<file path="config.mk">
export PLATFORM = sky130hd
export DESIGN_NAME = seq_shifter
export DESIGN_NICKNAME = d
export VERILOG_FILES = /design/src/rtl/seq_shifter_pkg.sv /design/src/rtl/shift_step.sv /design/src/rtl/seq_shifter.sv
export SDC_FILE = /design/constraint.sdc
export NUM_CORES = 1
export LEC_CHECK = 0
export CAP_MARGIN = 20
export CORE_MARGIN = 10
export CORE_UTILIZATION = 45
export CTS_CLUSTER_DIAMETER = 200
export DETAILED_ROUTE_END_ITERATION = 8
export GPL_TIMING_DRIVEN = 1
export PLACE_DENSITY = 0.83
export SETUP_SLACK_MARGIN = 0.4
export SLEW_MARGIN = 20
export SYNTH_ARGS = -nofsm -noshare
export SYNTH_HDL_FRONTEND = slang
export SYNTH_SLANG_ARGS = --single-unit
export TNS_END_PERCENT = 30
</file>
<file path="constraint.sdc">
create_clock -name clk -period 2.5 [get_ports clk]
set_clock_uncertainty 0.1 [all_clocks]
set_input_delay 0.5 -clock clk [delete_from_list [all_inputs] [get_ports clk]]
set_output_delay 0.5 -clock clk [all_outputs]
set_load 0.02 [all_outputs]
</file>
<file path="src/rtl/seq_shifter_pkg.sv">
// Shared widths, op encodings, FSM states and request payload for the sequential shifter.
package seq_shifter_pkg;

    localparam int unsigned WIDTH       = 32;
    localparam int unsigned SHIFT_WIDTH = 5;
    localparam int unsigned OPS         = 2;
    localparam int unsigned MAX_SHIFT   = (1 << SHIFT_WIDTH) - 1;

    typedef enum logic [OPS-1:0] {
        LEFT_SHIFTA  = 2'd0,
        LEFT_SHIFTL  = 2'd1,
        RIGHT_SHIFTA = 2'd2,
        RIGHT_SHIFTL = 2'd3
    } shift_op_e;

    typedef enum logic [1:0] {
        ST_IDLE  = 2'd0,
        ST_SHIFT = 2'd1,
        ST_DONE  = 2'd2
    } state_e;

    typedef struct packed {
        logic [WIDTH-1:0]       data;
        logic [SHIFT_WIDTH-1:0] shift;
        shift_op_e              op;
    } shift_req_t;

endpackage

</file>
<file path="src/rtl/shift_step.sv">
// Combinational one-position shift; both left ops fill with zero, arithmetic right replicates the MSB.
module shift_step
    import seq_shifter_pkg::*;
(
    input  logic [WIDTH-1:0] data_i,
    input  shift_op_e        op_i,
    output logic [WIDTH-1:0] data_c
);

    always_comb begin
        data_c = data_i;
        case (op_i)
            LEFT_SHIFTA,
            LEFT_SHIFTL:  data_c = {data_i[WIDTH-2:0], 1'b0};
            RIGHT_SHIFTL: data_c = {1'b0, data_i[WIDTH-1:1]};
            RIGHT_SHIFTA: data_c = {data_i[WIDTH-1], data_i[WIDTH-1:1]};
            default:      data_c = data_i;
        endcase
    end

endmodule

</file>
<file path="src/rtl/seq_shifter.sv">
// Multi-cycle handshaked shifter: one bit position per clock, one request in flight.
module seq_shifter
    import seq_shifter_pkg::*;
(
    input  logic                   clk,
    input  logic                   rst_n,
    input  logic                   in_valid,
    output logic                   in_ready,
    input  logic [WIDTH-1:0]       in_data,
    input  logic [SHIFT_WIDTH-1:0] in_shift,
    input  logic [OPS-1:0]         in_op,
    output logic                   out_valid,
    input  logic                   out_ready,
    output logic [WIDTH-1:0]       out_data
);

    state_e                 state_q, state_d;
    logic [WIDTH-1:0]       work_q, work_d;
    logic [SHIFT_WIDTH-1:0] count_q, count_d;
    shift_op_e              op_q, op_d;
    logic                   in_ready_q, in_ready_d;
    logic                   out_valid_q, out_valid_d;
    logic [WIDTH-1:0]       step_c;
    shift_req_t             req_c;

    assign req_c = '{data: in_data, shift: in_shift, op: shift_op_e'(in_op)};

    shift_step u_step (
        .data_i (work_q),
        .op_i   (op_q),
        .data_c (step_c)
    );

    // Next-state, counter and datapath update; handshake flags follow the next state.
    always_comb begin
        state_d = state_q;
        work_d  = work_q;
        count_d = count_q;
        op_d    = op_q;

        case (state_q)
            ST_IDLE: begin
                if (in_valid) begin
                    work_d  = req_c.data;
                    count_d = req_c.shift;
                    op_d    = req_c.op;
                    state_d = (req_c.shift != '0) ? ST_SHIFT : ST_DONE;
                end
            end
            ST_SHIFT: begin
                work_d  = step_c;
                count_d = count_q - SHIFT_WIDTH'(1);
                if (count_q == SHIFT_WIDTH'(1)) begin
                    state_d = ST_DONE;
                end
            end
            ST_DONE: begin
                if (out_ready) begin
                    state_d = ST_IDLE;
                end
            end
            default: state_d = ST_IDLE;
        endcase

        in_ready_d  = (state_d == ST_IDLE);
        out_valid_d = (state_d == ST_DONE);
    end

    always_ff @(posedge clk or negedge rst_n) begin
        if (!rst_n) begin
            state_q     <= ST_IDLE;
            work_q      <= '0;
            count_q     <= '0;
            op_q        <= LEFT_SHIFTA;
            in_ready_q  <= 1'b1;
            out_valid_q <= 1'b0;
        end else begin
            state_q     <= state_d;
            work_q      <= work_d;
            count_q     <= count_d;
            op_q        <= op_d;
            in_ready_q  <= in_ready_d;
            out_valid_q <= out_valid_d;
        end
    end

    assign in_ready  = in_ready_q;
    assign out_valid = out_valid_q;
    assign out_data  = work_q;

endmodule
</file>
Word-level counts from Yosys, hierarchy flattened
Cells that the tools add are included.
{ "totals": {"regBits": 43} }
{ "classes": {"n_addsub": 1, "eq_ne": 9, "mux": 10, "n_reduce_logical": 9} }
{ "op_table": {"columns": ["cell", "count"], "rows": [
  ["$pmux 32 s3", 1],
  ["$pmux 32 s2", 1],
  ["$mux 32", 1],
  ["$pmux 5 s2", 1],
  ["$eq 2x2->1 const B", 4],
  ["$mux 2", 4],
  ["$logic_not 2->1", 3],
  ["$pmux 2 s3", 1],
  ["$eq 5x1->1 const B", 1],
  ["$mux 5", 1],
  ["$reduce_bool 5->1", 1],
  ["$sub 5x1->5 const B", 1],
  ["$eq 2x1->1 const B", 2],
  ["$ne 2x2->1 const B", 2],
  ["$reduce_and 2->1", 2],
  ["$reduce_and 3->1", 1],
  ["$reduce_bool 2->1", 1],
  ["$reduce_or 2->1", 1]
]} }

Longest topological paths before layout
{ "logic_depth": {"ltp_word": 5, "depth_mapped": 5, "ltp_nobuf": 5} }

Hierarchy
A second synthesis with hierarchy kept.
{ "hier_totals": {"hier_cells": 234, "area_unflattened_um2": 2615.0} }
{ "by_module_without_submodules": {"columns": ["mod", "n_inst", "cells_each", "area_per_inst_um2", "seq_area_each_um2"], "rows": [
  ["seq_shifter", 1, 196, 2090.8, 1077.3],
  ["shift_step", 1, 38, 524.3, 0.0]
]} }

Worst setup path before layout
Ideal clock, no wire load.
{ "synth_path": {"kind": "input to register", "startpoint": "input port in_shift[1]", "endpoint": "register out_valid_q (netlist: out_valid)", "setup_time_ps": 66, "arrival_time_ps": 1438, "t_required_ps": 2334, "path_slack_ps": 896, "path_stages": 3, "path_buffers": 0, "cell_sequence": "or4_1 -> or3_1 -> nand2_1"} }
{ "synth_between": {"elab_chain_cells": 5} }
{ "synth_lines": {"columns": ["item", "line_no", "source"], "rows": [
  ["from (decl)", "seq_shifter.sv:10", "input logic [SHIFT_WIDTH-1:0] in_shift,"],
  ["$reduce_bool 5->1", "seq_shifter.sv:47", "state_d = (req_c.shift != '0) ? ST_SHIFT : ST_DONE;"],
  ["$mux 2", "seq_shifter.sv:47", null],
  ["$mux 2", "seq_shifter.sv:43", "if (in_valid) begin"],
  ["$pmux 2 s3", "seq_shifter.sv:41", "case (state_q)"],
  ["$eq 2x2->1", "seq_shifter.sv:66", "out_valid_d = (state_d == ST_DONE);"],
  ["named net out_valid_d", "seq_shifter.sv:22", "logic out_valid_q, out_valid_d;"],
  ["to (signal assigned)", "seq_shifter.sv:83", "out_valid_q <= out_valid_d;"],
  ["to (decl)", "seq_shifter.sv:22", null]
]} }
The timed path passes the listed nets, and every way through them passes these cells.
A chain may end at the register's enable or synchronous reset.

Final worst setup path
{ "layout_path": {"startpoint": "register in_ready_q (netlist: in_ready)", "endpoint": "output port in_ready"} }
{ "layout_lines": {"columns": ["item", "line_no", "source"], "rows": [
  ["from (decl)", "seq_shifter.sv:21", "logic in_ready_q, in_ready_d;"],
  ["from (signal assigned)", "seq_shifter.sv:82", "in_ready_q <= in_ready_d;"],
  ["to (decl)", "seq_shifter.sv:8", "output logic in_ready,"]
]} }
No word-level cell between the ends.

==> reports/metrics.csv <==
stage,metric,value,unit
power_and_ir_drop,total_power,0.00436,W
job,cap_viol_max_count,0,
floorplanning,core_area,0.00514,mm^2
logic_synthesis,synthFlopType,dfrtp_1,
clock_tree,cts_hold_buf,0,
logic_synthesis,synth_edf_count,0,
final_layout,fin_util,64.7,%
power_and_ir_drop,comb_power_share,53.0,%
clock_tree,cts_max_level,2,
logic_synthesis,yosys-top-cells-count,"42 x dfrtp_1, 33 x nand2_1, 32 x nor2_1, 32 x nor2b_1",
power_and_ir_drop,p_clk_share,11.3,%
detailed_routing,routed_wl,6540,um
detailed_routing,vias,2203,
critical_path,reg2reg_slack,0.72,ns
detailed_routing,drc,0,
power_and_ir_drop,p_int,0.00249,W
global_routing,grt_first_pass_wirelength,10900,um
floorplanning,die_x,93.1,um
floorplanning,initial_utilization,46.8,%
critical_path,cp.required,1.90,ns
final_layout,seq_area,0.00108,mm^2
critical_path,end_kind,primary output,
placed_design,dp_hpwl,4650,um
clock_tree,cts_root_buffer,clkbuf_8,
detailed_routing,first_iter_violations,98,
global_routing,grt-ovfl-total,0,
global_routing,antenna_found_initial,0,
logic_synthesis,ys_seq_elements,43,
power_and_ir_drop,swShare,42.9,%
clock_tree,clockBufferDepth,2,
critical_path,max_stage_delay,0.59,ns
final_layout,multi_input_comb_area,0.00123,mm^2
sta,final-setup-viol-count,0,
critical_path,r2r_start,state_q[0],
logic_synthesis,synth_most_common_cell,dfrtp_1,
critical_path,crit_slowest_cell,clkdlybuf4s50_1,
floorplanning,die_y,93.1,um
global_routing,track_usage,15.1,%
logic_synthesis,syn_area_per_cell,8.88,um^2
sta,worst-slew-pin-transition,1.01,ns
floorplanning,die_area,0.00868,mm^2
logic_synthesis,yosysTopAreaCell,dfrtp_1,
critical_path,path_buf_inv,1,
critical_path,r2r_cells,4,
logic_synthesis,ys_warn_count,0,
sta,fin_tns_setup,0,ns
clock_tree,cts_tree,built,
power_and_ir_drop,max-vdd-ir-drop,0.834,mV
final_layout,area_delta_synth_final,38.1,%
floorplanning,placementRows,26,
sta,rsz0062_at_grt,false,
sta,hold_viol,0,
critical_path,crit_chain,clkdlybuf4s50_1,
critical_path,cp_data_arrival_time,1.41,ns
placed_design,gp_congestion,0.792,
logic_synthesis,ys_seq_area_share,44.8,%
critical_path,worstPathMaxFanout,1,
detailed_routing,firstDrtPassIters,4,
clock_tree,cts_sinks,43,
min_path,hold_path.class,in2async,
clock_tree,post-cts-setup-buffer-count,0,
critical_path,r2r-end,out_data[15],
final_layout,fillCellCount,471,
critical_path,cp-startpoint,in_ready,
status,outcome,"finished, final reports clean",
detailed_routing,wire_per_inst,16.0,um
global_routing,grt_max_degree,65,
logic_synthesis,synth_area_leaders,"dfrtp_1 44%, a211oi_1 9.4%, o31ai_1 9.4%",
power_and_ir_drop,leakage,1.29,nW
logic_synthesis,synthesis.nets,316,
placed_design,port_buffers,76,
logic_synthesis,syn-cell-area,0.00241,mm^2
floorplanning,io_pins,77,
clock_tree,cts.clk_slew.worst_paths,0.08,ns
critical_path,path_class,reg2out,
final_layout,drive_above_1_share,7.69,%
clock_tree,clkLatencyLatePin,0.30,ns
clock_tree,cts_made_buffers,5,
critical_path,cp_top_family,buffers and inverters,
detailed_routing,avgViaCountPerCell,5.40,
sta,fmax,498,MHz
sta,max_slew_margin,32.7,%
power_and_ir_drop,p_per_area,1310,mW/mm^2
sta,slew_viol_final,0,
logic_synthesis,async_flop_share,100,%
power_and_ir_drop,p_seq_share,35.7,%
critical_path,worstSetupStartpointType,flop,
logic_synthesis,synth_top_area_share,43.7,%
sta,min_period_over_period,80.3,%
critical_path,crit_path_end,in_ready,
sta,post-route-min-period,2.01,ns
logic_synthesis,ys_types,35,
critical_path,cp_num_cells,1,
final_layout,finalNetCount,382,
clock_tree,cts_resized,0,
detailed_routing,ant_nets,0,
final_layout,diodes,0,
power_and_ir_drop,power_switching,0.00187,W
global_routing,grt_pass1_vias,2193,
logic_synthesis,synth_cells,271,
[cells in the final DEF, fill, tap and decap left out, types with 2 or more instances in the layout]
| cell type | synthesis | final |
|---|---|---|
| ha_1 | 2 | 2 |
| or3b_2 | 2 | 2 |
| nor3_1 | 2 | 2 |
| o31ai_1 | 30 | 30 |
| mux2_2 | 2 | 2 |
| o22ai_1 | 3 | 3 |
| nor2_1 | 32 | 32 |
| a211oi_1 | 30 | 30 |
| dfrtp_1 | 42 | 41 |
| o21ai_0 | 3 | 3 |
| a31oi_1 | 3 | 3 |
| inv_1 | 3 | 3 |
| nand3b_1 | 3 | 3 |
| nand2_1 | 33 | 33 |
| clkbuf_8 | 0 | 7 |
| a21oi_1 | 9 | 9 |
| clkdlybuf4s50_1 | 0 | 75 |
| nand2b_1 | 2 | 2 |
| buf_4 | 0 | 5 |
| nor2b_1 | 32 | 31 |
[kinds of logic after synthesis]
kind of cell,share of synthesized area (%)
adder cells (fa/ha/maj),1.04
flip-flops,44.8
buffers and inverters,4.57
AO/OA/AOI/OAI,25.0
AND/OR/NAND/NOR,23.3
multiplexers,1.35
[power by group through the flow]
stage	Sequential, W	Clock [W]	Combinational [W]
floorplan	0.00166	0	0.00128
global placement	0.00154	0	0.00228
detailed placement	0.00156	0	0.00234
CTS	0.00156	0.000499	0.00235
global route	0.00164	0.000531	0.00255
finish	0.00156	0.000494	0.00231
[cell type report]
class,instances,share of cell area (%)
inverters,3,0.339
clock buffers,8,3.01
well taps,70,2.63
repair buffers,82,24.5
multi-input cells,202,37.1
flip-flops and latches,43,32.4
[per-stage QoR]
| stage | worst slack, ns | area, um^2 | hold WS, ns | instances |
|---|---|---|---|---|
| 6_report | 0.494 | 3320 | 0.186 | 408 |
| 2_1_floorplan | 0.896 | 2410 | 0.104 | 271 |
| 5_1_grt | 0.450 | 3320 | 0.238 | 408 |
| 4_1_cts | 0.475 | 3320 | 0.213 | 408 |
| 3_5_place_dp | 0.349 | 3220 | 0.397 | 400 |
| 3_3_place_gp | 0.366 | 3220 | 0.384 | 400 |
[how the worst min path moves through the flow]
stage	slack (ns)	end	cells past startpoint
after floorplan	0.10	count_q[0]	0
after global placement	0.38	op_q[0]	1
after detailed placement	0.40	op_q[0]	1
after CTS	0.21	op_q[0]	1
after global routing	0.24	count_q[3]	1
final	0.19	op_q[0]	1
[flip-flops by register name, indices dropped and copies added, names as in the netlist]
name	cells
count_q	5
in_ready	1
op_q	2
out_data	32
out_valid	1
state_q	2
[metal layers]
metal,vias up,global-route usage [%],wire (um)
li1,1109,-,-
met1,1022,19.4,3030
met2,66,23.9,3090
met3,6,4.40,366
met4,0,5.14,65
met5,-,0,0
(Power assumes the default switching activity.)
